File: src/rtl/pla_term_loader.sv
// PLA AND-plane term-mask loader: one accepted cfg word per term, SETUP/STROBE/HOLD per write.
// Optional build macro PLA_CFG_PARITY_EN adds an even-parity bit on cfg_data and a sticky cfg_err.
module pla_term_loader #(
  parameter int NUM_INPUTS = 5,
  parameter int NUM_TERMS  = 8,
  parameter int IDX_W      = 3
) (
  input  logic                  clk,
  input  logic                  rst_n,
  input  logic                  start,
  input  logic                  abort,
`ifdef PLA_CFG_PARITY_EN
  input  logic [NUM_INPUTS:0]   cfg_data,
`else
  input  logic [NUM_INPUTS-1:0] cfg_data,
`endif
  input  logic                  cfg_valid,
  output logic                  cfg_ready,
  output logic [NUM_INPUTS-1:0] sel,
  output logic [NUM_TERMS-1:0]  wen,
  output logic [IDX_W-1:0]      term_idx,
  output logic                  busy,
  output logic                  done
`ifdef PLA_CFG_PARITY_EN
  ,
  output logic                  cfg_err
`endif
);

  typedef enum logic [2:0] {IDLE, LOAD, SETUP, STROBE, HOLD} state_t;

  state_t state, next_state;
  logic   accept;
  logic   last_term;
  logic   par_bad;

`ifdef PLA_CFG_PARITY_EN
  assign par_bad = ^cfg_data;
`else
  assign par_bad = 1'b0;
`endif

  assign accept    = cfg_valid & cfg_ready;
  assign last_term = (term_idx == IDX_W'(NUM_TERMS - 1));

  // State register plus the registered datapath (sel, strobes, index, done).
  always_ff @(posedge clk) begin
    if (!rst_n) begin
      state    <= IDLE;
      sel      <= '0;
      wen      <= '0;
      term_idx <= '0;
      done     <= 1'b0;
    end else begin
      // NOTE: non-blocking assignments so every register samples pre-edge values.
      state <= next_state;
      done  <= (state == HOLD) && last_term && !abort;
      // Strobe is a flop decoded from next_state, so it is glitch-free and exactly one cycle.
      wen   <= (next_state == STROBE) ? (NUM_TERMS'(1) << term_idx) : '0;
      if (accept && !par_bad) begin
        sel <= cfg_data[NUM_INPUTS-1:0];
      end
      if (next_state == IDLE) begin
        term_idx <= '0;
      end else if (state == HOLD) begin
        term_idx <= term_idx + 1'b1;
      end
    end
  end

`ifdef PLA_CFG_PARITY_EN
  always_ff @(posedge clk) begin
    if (!rst_n) begin
      cfg_err <= 1'b0;
    end else if (state == IDLE && start) begin
      cfg_err <= 1'b0;
    end else if (accept && par_bad) begin
      cfg_err <= 1'b1;
    end
  end
`endif

  always_comb begin
    // NOTE: default first so every path assigns next_state and no latch is inferred.
    next_state = state;
    if (abort && state != IDLE) begin
      next_state = IDLE;
    end else begin
      case (state)
        IDLE:    if (start) next_state = LOAD;
        LOAD:    if (accept) next_state = par_bad ? IDLE : SETUP;
        SETUP:   next_state = STROBE;
        STROBE:  next_state = HOLD;
        HOLD:    next_state = last_term ? IDLE : LOAD;
        default: next_state = IDLE;
      endcase
    end
  end

  // Abort outranks the handshake, so ready drops in the same cycle abort is seen.
  always_comb begin
    cfg_ready = (state == LOAD) && !abort;
    busy      = (state != IDLE);
  end

endmodule

File: config.mk
export PLATFORM = sky130hd
export DESIGN_NAME = pla_term_loader
export DESIGN_NICKNAME = d
export VERILOG_FILES = /design/src/rtl/pla_term_loader.sv
export SDC_FILE = /design/constraint.sdc
export NUM_CORES = 1
export LEC_CHECK = 0
export CAP_MARGIN = 20
export CORE_MARGIN = 4
export CORE_UTILIZATION = 40
export CTS_CLUSTER_DIAMETER = 30
export DETAILED_ROUTE_END_ITERATION = 6
export HOLD_SLACK_MARGIN = 0.12
export PLACE_DENSITY = 0.72
export REMOVE_ABC_BUFFERS = 1
export SKIP_CTS_REPAIR_TIMING = 1
export SLEW_MARGIN = 10
export SYNTH_ARGS = -nofsm -noshare
export SYNTH_HDL_FRONTEND = slang
export SYNTH_SLANG_ARGS = --single-unit
File: constraint.sdc
create_clock -name clk -period 3 [get_ports clk]
set_input_delay 0.6 -clock clk [delete_from_list [all_inputs] [get_ports clk]]
set_output_delay 0.6 -clock clk [all_outputs]
set_load 0.02 [all_outputs]
=== After elaboration in Yosys (flattened, before gate mapping) ===
Cells that the tools add are included.

* Flip-flop bits (word level): 20
* Bits of input ports: 10
* Output and inout port bits: 19

* $add $sub $neg: 1
* Equality and inequality tests: 6
* Shifts and indexed selects: 1
* Muxes and demuxes: 5
* Bitwise operators: 2
* Reduce and logical (&&, ||, !) cells: 10

{| class="wikitable"
|+ Operators with widths
! cell !! number
|-
| $pmux W3 S5 || 1
|-
| $eq A3 B2 Y1 const B || 3
|-
| $mux W3 || 3
|-
| $shl A1 B3 Y8 const A || 1
|-
| $eq A3 B3 Y1 const B || 2
|-
| $logic_not A3 Y1 || 2
|-
| $logic_and A1 B1 Y1 || 4
|-
| $add A3 B1 Y3 const B || 1
|-
| $eq A3 B1 Y1 const B || 1
|-
| $reduce_bool A3 Y1 || 1
|-
| $reduce_and A2 Y1 || 1
|-
| $reduce_or A2 Y1 || 1
|-
| $and A1 B1 Y1 || 1
|-
| $logic_not A1 Y1 || 1
|-
| $mux W1 || 1
|-
| $not A1 Y1 || 1
|}

=== Longest topological paths before layout ===
* Depth in word-level cells: 8
* Mapped depth: 6
* Depth with buffers taken out: 6

=== Worst setup path before layout ===
Ideal clock, no wire load.

* Path type: input to output
* Start point: in abort
* End point: out cfg_ready
* Data arrival time: 1085 ps
* Data required time: 2400 ps
* Setup slack: 1315 ps
* Stages: 1
* Path buffers: 0
* Cells stage by stage: nor3_1

* Word-level cells in the longest chain between the ends: 2

{| class="wikitable"
|+ Ends and longest elaborated chain
! what !! RTL line !! RTL
|-
| start: declaration || 11 || <nowiki>input logic abort,</nowiki>
|-
| $logic_not A1 Y1 || 102 || <nowiki>cfg_ready = (state == LOAD) && !abort;</nowiki>
|-
| $logic_and A1 B1 Y1 || 102 ||
|-
| end: declaration || 18 || <nowiki>output logic cfg_ready,</nowiki>
|}

No other way between the ends.

=== Worst setup path in the final report ===
Ends and elaborated chain as after synthesis.

==> results.sh <==
export IMPL_status="finished clean"
export IMPL_arrival_ps=1940
export IMPL_hp_start="sel[1]"
export IMPL_cpPeakStageDelay_ps=630
export IMPL_dr_pass1_iters=4
export IMPL_tns_ps=0
export IMPL_cpMostUsedCell="clkdlybuf4s50_1"
export IMPL_track_usage_pct=12.3
export IMPL_slew_headroom_pct=67.4
export IMPL_coreArea_mm2=0.00200
export IMPL_cts_buffers=3
export IMPL_overflow=0
export IMPL_period_needed_ps=2540
export IMPL_skew_ps=2.17
export IMPL_syn_avg_cell_area_um2=9.95
export IMPL_synth_area_leaders="dfxtp_1 46%, ha_1 7.2%, mux2i_1 5.8%"
export IMPL_die_y_um=54.5
export IMPL_root_buffer="clkbuf_4"
export IMPL_min_path_cells=2
export IMPL_regArea_um2=400
export IMPL_synth_cells=87
export IMPL_multi_input_area_um2=417
export IMPL_synth_top_area_share_pct=46.2
export IMPL_synth_cell_area_um2=866
export IMPL_r2r_slack_ps=1330
export IMPL_worstMarginPinSlew_ps=487
export IMPL_final_nets=133
export IMPL_finalSetupViolations=0
export IMPL_wl_um=1620
export IMPL_drcViolationCount=0
export IMPL_critical_path_top_delay_family="buffers and inverters"
export IMPL_start_kind="primary input"
export IMPL_port_buffers=28
export IMPL_antenna_left=0
export IMPL_grt_pass1_vias=593
export IMPL_h_tree_depth=1
export IMPL_drtIter0Drc=15
export IMPL_cp_num_buf_inv=2
export IMPL_rsz0062_at_grt="false"
export IMPL_drv_cap=0
export IMPL_timing_critical_path_fanout_max=6
export IMPL_yosysWarnings=0
export IMPL_yosysSeqAreaShare_pct=46.2
export IMPL_min_path_type="reg -> reg"
export IMPL_critical_path_slowest_cell="clkdlybuf4s50_1"
export IMPL_clkSinkCount=20
export IMPL_period_share_pct=84.6
export IMPL_yosysTopAreaCell="dfxtp_1"
export IMPL_grt_max_degree=12
export IMPL_cts_tree="yes"
export IMPL_start_util_pct=43.2
export IMPL_reg2reg_to="wen[1]"
export IMPL_drive_above_1_share_pct=12.1
export IMPL_dp_hpwl_um=1300
export IMPL_rows=16
export IMPL_grt_antenna_before_repair=0
export IMPL_gp_congestion=0.721
export IMPL_antennaDiodeCount=0
export IMPL_hold_viol_final=0
export IMPL_die_area_mm2=0.00297
export IMPL_area_growth_pct=36.7
export IMPL_critPathCaptureType="output port"
export IMPL_die_w_um=54.5
export IMPL_worst_setup_path_type="in -> out"
export IMPL_fmax_mhz=394
export IMPL_path_clk_slew_ps=100
export IMPL_vdd_drop_max_mv=0.224
export IMPL_clk_latency_ps=290
export IMPL_required_ps=2400
export IMPL_synth_cell_types=29
export IMPL_cts_buffer_depth=2
export IMPL_viasPerCell=4.64
export IMPL_min_to="sel[1]"
export IMPL_wl_per_cell_um=11.3
export IMPL_crit_chain="clkdlybuf4s50_1 > nor3_1 > clkdlybuf4s50_1"
export IMPL_io_pins=29
export IMPL_n_fill_cell=174
export IMPL_ff2ff_path_depth=6
export IMPL_fin_util_pct=59.1
export IMPL_slew_violations=0
export IMPL_grt_pass1_wl_um=2630
export IMPL_p_per_area_mw_per_mm2=382
export IMPL_power_leakage_nw=0.493
export IMPL_r2r_start="term_idx[0]"
export IMPL_ys_ff_latch=20
export IMPL_via_count=664
[worst register-to-register path, delay by kind of cell (launching register included)]
kind,cells,cell delay [ps]
DFF,1,370
AOI/OAI and AO/OA,2,510
adders and majority gates,2,450
and+or+nand+nor,2,300
[routing by layer]
metal,share of wire (%),track usage (%)
met5,0,0
met4,1.2,6.22
met3,5.1,1.91
met2,50,20.5
met1,43,15.2
[flip-flops by register name, indices dropped and copies added (netlist names)]
name      flops
sel           5
done          1
term_idx      3
wen           8
state         3
[logic make-up after synthesis]
| group | share of synthesized area, % |
|---|---|
| simple gates | 23.6 |
| flops | 46.2 |
| compound gates | 10.5 |
| buf+inv | 5.64 |
| mux | 5.78 |
| fa+ha+maj | 7.23 |
| xor+xnor | 1.01 |
[final cells by class]
type                    instances  share of cell area (%)
flip-flops and latches         20                    33.8
repair buffers                 28                    23.7
well taps                      27                    2.85
clock buffers                   3                    1.90
inverters                       8                    2.54
multi-input cells              57                    35.2
[stage by stage]
stage | hold WS [ps] | instance area (µm²) | worst slack [ps] | total power [mW] | std cells
6_report | 526 | 1180 | 463 | 0.452 | 143
5_1_grt | 554 | 1180 | 416 | 0.473 | 143
4_1_cts | 532 | 1180 | 458 | 0.455 | 143
3_5_place_dp | 508 | 1160 | 464 | 0.338 | 140
3_3_place_gp | 501 | 1160 | 491 | 0.337 | 140
2_1_floorplan | 507 | 847 | 1320 | 0.310 | 85
[cells in the mapped netlist]
cell type / n
nor3_1: 2
nand2b_2: 1
ha_1: 5
nor3b_2: 1
mux2i_1: 5
or2_2: 1
o211a_1: 1
nand3b_1: 1
nor2b_1: 7
o221ai_2: 1
or2b_1: 1
nor2_1: 9
xnor2_1: 1
o211ai_1: 1
nand2b_1: 1
nor3b_1: 1
a21oi_1: 6
buf_6: 1
nand2_1: 2
buf_4: 1
dfxtp_1: 20
or3_2: 1
and3_1: 1
inv_1: 8
a21o_2: 1
a21boi_2: 1
o32ai_1: 1
or3b_1: 1
and2_2: 4
[power breakdown]
group          internal [mW]  switching [mW]  total, mW
Combinational         0.0316          0.0259     0.0575
Sequential             0.269         0.00511      0.274
Clock                 0.0466          0.0739      0.121
Total                  0.348           0.105      0.452
[how the worst max path moves through the flow]
stage / depth (start not counted) / start / to
4_1_cts: 3 / abort / cfg_ready
3_3_place_gp: 3 / abort / cfg_ready
5_1_grt: 3 / abort / cfg_ready
3_5_place_dp: 3 / abort / cfg_ready
6_report: 3 / abort / cfg_ready
2_1_floorplan: 1 / abort / cfg_ready
[cells in the final DEF (no fill, tap or decap)]
master	instances
clkdlybuf4s50_1	28
dfxtp_1	20
nor2_1	9
inv_1	8
nor2b_1	7
a21oi_1	6
mux2i_1	5
ha_1	5
and2_2	4
clkbuf_4	3
nor3_1	2
nand2_1	2
or3_2	1
nand2b_2	1
or3b_1	1
nand2b_1	1
or2_2	1
o32ai_1	1
or2b_1	1
nand3b_1	1
nor3b_1	1
a21boi_2	1
o211ai_1	1
o221ai_2	1
a21o_2	1
nor3b_2	1
and3_1	1
o211a_1	1
xnor2_1	1
Power figures use the tool's default switching activity.
